[config.mk]
export PLATFORM = sky130hd
export DESIGN_NAME = ysyx_22050710_lsu_ctrl
export DESIGN_NICKNAME = d
export VERILOG_FILES = /design/src/rtl/ysyx_22050710_lsu_pkg.sv /design/src/rtl/ysyx_22050710_lsu_store_mask.sv /design/src/rtl/ysyx_22050710_lsu_ctrl.sv
export SDC_FILE = /design/constraint.sdc
export NUM_CORES = 1
export LEC_CHECK = 0
export BUFFER_PORTS_ARGS = -buffer_cell sky130_fd_sc_hd__buf_4
export CAP_MARGIN = 20
export CORE_AREA = 3 3 139 141
export CTS_BUF_LIST = sky130_fd_sc_hd__clkbuf_8
export DETAILED_ROUTE_END_ITERATION = 8
export DIE_AREA = 0 0 142 144
export GPL_TIMING_DRIVEN = 0
export PLACE_DENSITY = 0.83
export SYNTH_ARGS = -nofsm -noshare
export SYNTH_HDL_FRONTEND = slang
export SYNTH_SLANG_ARGS = --single-unit
[constraint.sdc]
create_clock -name i_clk -period 6.6 [get_ports i_clk]
set_input_delay 1.32 -clock i_clk [delete_from_list [all_inputs] [get_ports i_clk]]
set_output_delay 1.32 -clock i_clk [all_outputs]
set_load 0.03 [all_outputs]
[src/rtl/ysyx_22050710_lsu_pkg.sv]
// Shared encodings for the MEM-stage load/store controller: access ops,
// access-size field values and controller states.
package ysyx_22050710_lsu_pkg;

  localparam logic [2:0] OP_B  = 3'b000;
  localparam logic [2:0] OP_BU = 3'b001;
  localparam logic [2:0] OP_H  = 3'b010;
  localparam logic [2:0] OP_HU = 3'b011;
  localparam logic [2:0] OP_W  = 3'b100;
  localparam logic [2:0] OP_WU = 3'b101;
  localparam logic [2:0] OP_D  = 3'b110;

  // op[2:1] carries the access size
  localparam logic [1:0] SZ_B = 2'b00;
  localparam logic [1:0] SZ_H = 2'b01;
  localparam logic [1:0] SZ_W = 2'b10;
  localparam logic [1:0] SZ_D = 2'b11;

  typedef enum logic [1:0] {
    S_IDLE = 2'd0,
    S_REQ  = 2'd1,
    S_WAIT = 2'd2,
    S_DONE = 2'd3
  } lsu_state_e;

  function automatic logic [7:0] size_mask(input logic [1:0] sz);
    case (sz)
      SZ_B:    size_mask = 8'h01;
      SZ_H:    size_mask = 8'h03;
      SZ_W:    size_mask = 8'h0F;
      default: size_mask = 8'hFF;
    endcase
  endfunction

endpackage

[src/rtl/ysyx_22050710_lsu_store_mask.sv]
// Byte-lane placement for an access: write strobe, lane-shifted store data
// and the natural-alignment check.
module ysyx_22050710_lsu_store_mask
  import ysyx_22050710_lsu_pkg::*;
#(
  parameter int WORD_WD = 64
) (
  input  logic [1:0]         i_size,
  input  logic [2:0]         i_off,
  input  logic [WORD_WD-1:0] i_wdata,
  output logic [7:0]         o_wstrb,
  output logic [WORD_WD-1:0] o_wdata,
  output logic               o_misalign
);

  logic [7:0] w_mask;

  assign w_mask  = size_mask(i_size);
  assign o_wstrb = w_mask << i_off;
  assign o_wdata = i_wdata << {i_off, 3'b000};

  always_comb begin
    o_misalign = 1'b0;
    case (i_size)
      SZ_B:    o_misalign = 1'b0;
      SZ_H:    o_misalign = i_off[0];
      SZ_W:    o_misalign = |i_off[1:0];
      default: o_misalign = |i_off;
    endcase
  end

endmodule

[src/rtl/ysyx_22050710_lsu_ctrl.sv]
// MEM-stage load/store sequencer: one operation at a time, one aligned
// doubleword request on the data-SRAM bus, extended load data on completion.
module ysyx_22050710_lsu_ctrl
  import ysyx_22050710_lsu_pkg::*;
#(
  parameter int WORD_WD      = 64,
  parameter int ADDR_WD      = 32,
  parameter int SRAM_DATA_WD = 64
) (
  input  logic                    i_clk,
  input  logic                    i_rst,
  input  logic                    i_valid,
  input  logic                    i_wen,
  input  logic [2:0]              i_mem_op,
  input  logic [ADDR_WD-1:0]      i_addr,
  input  logic [WORD_WD-1:0]      i_wdata,
  output logic                    o_busy,
  output logic                    o_req_valid,
  input  logic                    i_req_ready,
  output logic [ADDR_WD-1:0]      o_req_addr,
  output logic                    o_req_wen,
  output logic [SRAM_DATA_WD-1:0] o_req_wdata,
  output logic [7:0]              o_req_wstrb,
  input  logic                    i_resp_valid,
  output logic                    o_resp_ready,
  input  logic [SRAM_DATA_WD-1:0] i_resp_rdata,
  input  logic                    i_resp_err,
  output logic                    o_done,
  output logic [WORD_WD-1:0]      o_rdata,
  output logic                    o_misalign,
  output logic                    o_fault
);

  lsu_state_e r_state, w_next;

  logic                    r_wen;
  logic [2:0]              r_op;
  logic [2:0]              r_off;
  logic [ADDR_WD-1:0]      r_addr;
  logic [SRAM_DATA_WD-1:0] r_wdata;
  logic [7:0]              r_wstrb;
  logic [WORD_WD-1:0]      r_rdata;
  logic                    r_mis;
  logic                    r_flt;

  logic [7:0]              w_wstrb;
  logic [SRAM_DATA_WD-1:0] w_wdata;
  logic                    w_mis;
  logic                    w_accept;
  logic                    w_resp;
  logic [WORD_WD-1:0]      w_shift;
  logic [WORD_WD-1:0]      w_ext;

  ysyx_22050710_lsu_store_mask #(.WORD_WD(SRAM_DATA_WD)) u_mask (
    .i_size     (i_mem_op[2:1]),
    .i_off      (i_addr[2:0]),
    .i_wdata    (i_wdata),
    .o_wstrb    (w_wstrb),
    .o_wdata    (w_wdata),
    .o_misalign (w_mis)
  );

  assign w_accept = (r_state == S_IDLE) && i_valid;
  assign w_resp   = (r_state == S_WAIT) && i_resp_valid;

  always_comb begin
    w_next = r_state;
    case (r_state)
      S_IDLE: if (i_valid)      w_next = w_mis ? S_DONE : S_REQ;
      S_REQ:  if (i_req_ready)  w_next = S_WAIT;
      S_WAIT: if (i_resp_valid) w_next = S_DONE;
      S_DONE:                   w_next = S_IDLE;
      default:                  w_next = S_IDLE;
    endcase
  end

  // Right-justify the addressed lane, then extend per op; 111 behaves as ld.
  assign w_shift = i_resp_rdata >> {r_off, 3'b000};

  always_comb begin
    w_ext = w_shift;
    case (r_op)
      OP_B:    w_ext = {{(WORD_WD-8){w_shift[7]}},   w_shift[7:0]};
      OP_BU:   w_ext = {{(WORD_WD-8){1'b0}},         w_shift[7:0]};
      OP_H:    w_ext = {{(WORD_WD-16){w_shift[15]}}, w_shift[15:0]};
      OP_HU:   w_ext = {{(WORD_WD-16){1'b0}},        w_shift[15:0]};
      OP_W:    w_ext = {{(WORD_WD-32){w_shift[31]}}, w_shift[31:0]};
      OP_WU:   w_ext = {{(WORD_WD-32){1'b0}},        w_shift[31:0]};
      default: w_ext = w_shift;
    endcase
  end

  always_ff @(posedge i_clk) begin
    if (i_rst) begin
      r_state <= S_IDLE;
      r_wen   <= 1'b0;
      r_op    <= '0;
      r_off   <= '0;
      r_addr  <= '0;
      r_wdata <= '0;
      r_wstrb <= '0;
      r_rdata <= '0;
      r_mis   <= 1'b0;
      r_flt   <= 1'b0;
    end else begin
      r_state <= w_next;
      if (w_accept) begin
        r_wen   <= i_wen;
        r_op    <= i_mem_op;
        r_off   <= i_addr[2:0];
        r_addr  <= {i_addr[ADDR_WD-1:3], 3'b000};
        r_wdata <= w_wdata;
        r_wstrb <= w_wstrb;
        r_rdata <= '0;
        r_mis   <= w_mis;
        r_flt   <= 1'b0;
      end
      if (w_resp) begin
        r_flt   <= i_resp_err;
        r_rdata <= (i_resp_err || r_wen) ? '0 : w_ext;
      end
    end
  end

  assign o_busy       = (r_state == S_REQ) || (r_state == S_WAIT) || w_accept;
  assign o_req_valid  = (r_state == S_REQ);
  assign o_resp_ready = (r_state == S_WAIT);
  assign o_req_addr   = r_addr;
  assign o_req_wen    = r_wen;
  assign o_req_wdata  = r_wdata;
  assign o_req_wstrb  = r_wstrb;
  assign o_done       = (r_state == S_DONE);
  assign o_rdata      = o_done ? r_rdata : '0;
  assign o_misalign   = o_done & r_mis;
  assign o_fault      = o_done & r_flt;

endmodule
==> summary.txt, run 1 <==
post_cts resized: 0
CTS tree: yes
Synth Area in XOR/XNOR: 0%
largest family of logic cells by synthesized area: compound AO/OA/AOI/OAI gates
Worst setup SP type: primary input
Period Utilization, post-route: 61.2%
full die area: 20400 sq um
Ys Warns: 0
min Tclk post-route: 4040 ps
asr flop ratio synth: 0%
HPWL after detailed placement: 35.5 mm
top cells by area, synth: dfxtp_1 (35%), mux2i_1 (6.9%), nand2_1 (6.4%), mux2_2 (5.6%), nor2_1 (5.3%)
most common flop cell mapped by yosys: dfxtp_1
pin slew with the least headroom to its limit: 1050 ps
CTS root buf: clkbuf_8
max cap viols: 0
Layout Area Growth over Synthesis: 32.7%
post-route DRC violation count: 0
most frequent cells in the layout: buf_4 (344), dfxtp_1 (176), nand2_1 (170)
first-pass GRT wire length: 65.1 mm
vias in the first global route: 11100
Worst path slowest cell: clkbuf_1
Post-CTS Hold Fix Bufs: 0
diode count: 0
site row count: 49
post-synthesis sequential area ratio: 35.2%
largest net degree at the start of global routing: 19
Die Y: 144 um
GRT Util Overall: 41.4%
CP Cell Sequence: buf_4, nand2_1, clkbuf_1, nand2b_1, buf_4
vias per std cell: 6.26
worst skew pair latency: 480 ps
worst-path maximum fanout: 10
CTS H-Tree Depth: 4
Worst IR Drop VDD: 0.206 mV
Synth area leader: dfxtp_1
Synth Register Bits: 176
drt initial violations: 1385
fmax: 248 MHz
Final Max Slew Viols: 0
EDFF count, synth: 0
Yosys top cell area share: 35.2%
Synth Area in Compound Gates: 22.9%
worst clock skew: 16.6 ps
initial antenna violation count: 0
placed cell areas: 12900 sq um
fin util: 73.4%
WHS: 444 ps
CP most frequent cell: buf_4
Mapped Cells: 1222
Core Box Area: 18100 sq um
Num CTS Buffers: 17
I/O pins: 345
WP data arrival: 2720 ps
starting density of the core: 55.3%
fin worst setup slack: 2560 ps
mux share of post-synthesis cell area: 16.1%
Post-Route Setup TNS: 0 ps
Post-Synth Adder-Cell Area: 0.625%
Hold WC Path Type: reg2reg
Wirelength per Cell: 23.9 um
placer congestion estimate: 1.08
final std cells w/o fill: 1827
Hold Vio Cnt, Final: 0
Max stage delay on crit path: 600 ps
CP required: 5280 ps
Final nets: 1760
leakage: 5.67 nW
total grt overflow: 0
pwr dens: 286 nW/um^2
post-route cell area: 13300 sq um
unrepaired setup endpoints after global routing: false
placed insts: 1795
Slew HR: 29.9%
Post-CTS Repair Setup Buffers: 0
1st-pass router iterations: 7
pre-CTS setup slack: 2620 ps
Routed WL: 43.7 mm
port buffer count: 339
outcome: finished, final reports clean
share of layout cells above drive strength 1: 29.6%
total power: 3.79 mW
Die Wd: 142 um
CP Class: in2out
most common cell after layout, fill and taps aside: buf_4
Vias: 11400
clock sink count: 176
Unique masters post-synth: 47
ANT nets after route: 0
CTS Buffer Depth: 2
syn avg cell area: 8.19 sq um
clk slew on worst S/H paths: 110 ps
Mapped Area: 10000 sq um
final setup fails: 0
crit end category: primary output
Post-Synth Simple-Gate Area: 19.8%
## area by class of cell
class | instances | area (sq um)
buffer | 117 | 484
inverter | 10 | 37.5
sequential | 176 | 3520
tap | 229 | 287
fill | 1435 | 4810
timing repair buffer | 342 | 2560
clock buffer | 17 | 234
clock inverter | 15 | 173
multi-input combinational | 921 | 5970
## report_power, final
part           total, mW  internal [mW]  switching [mW]
combinational       1.71          0.582            1.13
clock              0.784          0.319           0.465
sequential          1.29           1.20          0.0964
total               3.79           2.10            1.69
## routing by layer
layer  wire length (um)  part of all wire, %  vias to the layer above  global-route usage (%)
met1              16900                   39                     5376                    52.9
met3               4930                   11                      136                    10.3
met4               1590                  3.6                        0                    14.7
met5                  0                    0                        -                       0
met2              20300                   46                      847                    68.3
li1                   -                    -                     5073                       -
## flip-flops by register name, indices dropped and copies added, names as in the netlist
| name | count |
|---|---|
| r_op | 3 |
| r_off | 3 |
| o_req_wen | 1 |
| r_rdata | 64 |
| r_flt | 1 |
| r_state | 2 |
| o_req_wdata | 64 |
| o_req_addr | 29 |
| o_req_wstrb | 8 |
| r_mis | 1 |
## worst max-delay path: cells and delay by family
family,cells,cell delay (ps)
buffers and inverters,3,910
and+or+nand+nor,2,490
## worst paths after layout
check / start / end / slack [ps] / cells past startpoint
min reg2reg: r_rdata[15] / r_rdata[15] / 440 / 2
max reg2reg: r_state[0] / r_rdata[47] / 3630 / 8
min: r_rdata[15] / r_rdata[15] / 440 / 2
max: i_valid / o_busy / 2560 / 5
## synthesized netlist by cell type, drive strengths merged (2+ instances only)
library cell,count
a21oi,90
nor3,29
a22oi,41
and2,73
inv,10
nor4,4
a211o,2
o31ai,22
mux4,16
mux2,50
a31oi,7
o221ai,16
nor2b,15
a32oi,2
clkbuf,85
a21o,2
nor2,142
nand2,170
a2bb2oi,21
ha,5
o211ai,2
dfxtp,176
nand2b,4
a211oi,64
buf,32
o21ai,55
or3,2
mux2i,69
o21a,3
a221o,5
## cells by family after synthesis
logic type	count (synthesis)
and+or+nand+nor	441
DFF	176
other	1
muxes	135
buffers and inverters	127
adders and majority gates	5
AOI/OAI and AO/OA	337
(Power assumes the default switching activity.)
==> run 2: changes to the inputs <==
--- a/config.mk
+++ b/config.mk
@@ -7,12 +7,12 @@
 export LEC_CHECK = 0
 export BUFFER_PORTS_ARGS = -buffer_cell sky130_fd_sc_hd__buf_4
 export CAP_MARGIN = 20
-export CORE_AREA = 3 3 139 141
+export CORE_AREA = 3 3 143 145
 export CTS_BUF_LIST = sky130_fd_sc_hd__clkbuf_8
 export DETAILED_ROUTE_END_ITERATION = 8
-export DIE_AREA = 0 0 142 144
+export DIE_AREA = 0 0 146 148
 export GPL_TIMING_DRIVEN = 0
-export PLACE_DENSITY = 0.83
+export PLACE_DENSITY = 0.79
 export SYNTH_ARGS = -nofsm -noshare
 export SYNTH_HDL_FRONTEND = slang
 export SYNTH_SLANG_ARGS = --single-unit
==> constraint.sdc (replaced) <==
create_clock -name i_clk -period 4.1 [get_ports i_clk]
set_input_delay 0.82 -clock i_clk [delete_from_list [all_inputs] [get_ports i_clk]]
set_output_delay 0.82 -clock i_clk [all_outputs]
set_load 0.03 [all_outputs]
==> run 2 against run 1 <==
Compared with the run above:
- die area grew 5.7%
- critical path depth grew 1
- global-route usage shrank 2.1 points
- sequential power grew 61%
- combinational power grew 61%
- clock power grew 62%
- highest routed layer unchanged
==> summary.txt, run 2 (same netlist as run 1, synthesis figures left out) <==
max cap viols: 0 (unchanged)
final setup fails: 0 (unchanged)
CTS tree: yes
first-pass GRT wire length: 65.7 mm (+0.95%)
CP Class: reg2out
ANT nets after route: 0 (unchanged)
Final Max Slew Viols: 0 (unchanged)
GRT Util Overall: 39.3% (-2.1 points)
Core Box Area: 19300 sq um (+6.9%)
placer congestion estimate: 1.08 (+0.21%)
flop2flop setup slack: 1100 ps (-2530 ps)
Layout Area Growth over Synthesis: 33.1%
leakage: 5.67 nW (about the same)
Routed WL: 44.5 mm (+1.8%)
Post-Route Setup TNS: 0 ps (unchanged)
Worst IR Drop VDD: 0.384 mV (+87%)
Slew HR: 24.4% (-5.4 points)
CTS root buf: clkbuf_8
vias in the first global route: 11000 (-0.69%)
CTS H-Tree Depth: 4 (unchanged)
Num CTS Buffers: 17 (unchanged)
pwr dens: 458 nW/um^2 (+60%)
post_cts resized: 0 (unchanged)
Period Utilization, post-route: 81.2%
clock sink count: 176 (unchanged)
Vias: 11500 (+0.17%)
Max stage delay on crit path: 630 ps (+30 ps)
crit end category: primary output
HPWL after detailed placement: 35.7 mm (+0.38%)
Wirelength per Cell: 23.9 um (-0.24%)
clk slew on worst S/H paths: 120 ps (about the same)
Worst path slowest cell: clkbuf_1
pin slew with the least headroom to its limit: 1130 ps (+81.4 ps)
unrepaired setup endpoints after global routing: false
share of layout cells above drive strength 1: 29.6% (+0.044 points)
site row count: 51 (+4.1%)
CP required: 3280 ps (-2000 ps)
vias per std cell: 6.14 (-1.8%)
total grt overflow: 0 (unchanged)
Final nets: 1761 (+0.057%)
post-route DRC violation count: 0 (unchanged)
initial antenna violation count: 0 (unchanged)
worst clock skew: 21.2 ps (+4.54 ps)
port buffer count: 339 (unchanged)
Die Wd: 146 um (+2.8%)
WP data arrival: 2510 ps (-210 ps)
full die area: 21600 sq um (+5.7%)
CTS Buffer Depth: 2 (unchanged)
Hold Vio Cnt, Final: 0 (unchanged)
worst skew pair latency: 480 ps (about the same)
fmax: 300 MHz
WP buf/inv: 3 (unchanged)
worst-path maximum fanout: 10 (unchanged)
WHS: 447 ps (+2.42 ps)
Hold WC Path Type: reg2reg
I/O pins: 345 (unchanged)
largest net degree at the start of global routing: 20 (+1)
starting density of the core: 51.7% (-3.6 points)
Die Y: 148 um (+2.8%)
CP Cell Sequence: inv_1, ha_1, nand2_1, clkbuf_1, nand2b_1, buf_4
Post-CTS Hold Fix Bufs: 0 (unchanged)
drt initial violations: 1207 (-13%)
most frequent cells in the layout: buf_4 (344), dfxtp_1 (176), nand2_1 (170)
Post-CTS Repair Setup Buffers: 0 (unchanged)
Worst setup SP type: flop
1st-pass router iterations: 5 (-2)
Worst path top cell family by delay: buffers and inverters
diode count: 0 (unchanged)
most common cell after layout, fill and taps aside: buf_4
outcome: finished, final reports clean
min Tclk post-route: 3330 ps
## run 2: path summary, 6_finish.rpt
| check | startpoint | to | cells past startpoint |
|---|---|---|---|
| max reg2reg | r_state[0] | r_rdata[30] | 10 |
| min reg2reg | r_rdata[15] | r_rdata[15] | 2 |
| min | r_rdata[15] | r_rdata[15] | 2 |
| max | r_state[0] | o_busy | 6 |
## run 2: worst min-delay path, cell delays in order, from the launching register on
cell	delay, ps
dfxtp_1	330
nand2_1	50
nand2_1	40
## run 2: stage by stage
stage                     instance area, sq um  util [%]  power, mW  setup slack, ps  instances
after detailed placement                 12900      66.8       4.80              772       1832
after global placement                   12900      66.7       4.75              629       1828
after CTS                                13300      68.9       6.02              804       1864
after floorplan                          10000         -       3.74             1590       1224
final                                    13300      68.9       6.10              770       1864
after global routing                     13300      68.9       6.32              652       1864
## run 2: power breakdown
| group | leakage [nW] | switching [mW] | internal (mW) |
|---|---|---|---|
| registers | 1.43 | 0.151 | 1.93 |
| logic | 4.03 | 1.82 | 0.936 |
| clock network | 0.205 | 0.805 | 0.461 |
| total | 5.67 | 2.78 | 3.32 |
## run 2: area by class of cell
class | count | area (sq um)
Inverter | 10 | 37.5
Sequential cell | 176 | 3520
Clock buffer | 17 | 234
Timing Repair Buffer | 343 | 2570
Buffer | 117 | 484
Fill cell | 1649 | 6010
Multi-Input combinational cell | 921 | 5970
Clock inverter | 15 | 166
Tap cell | 265 | 332
## run 2: metal layers
metal  vias up  global-route usage [%]  wire length (um)
li1       5078                       -                 -
met4         0                    15.9              1960
met1      5471                    49.9             17300
met5         -                       0                 0
met2       763                    64.5             20600
met3       139                    9.60              4640
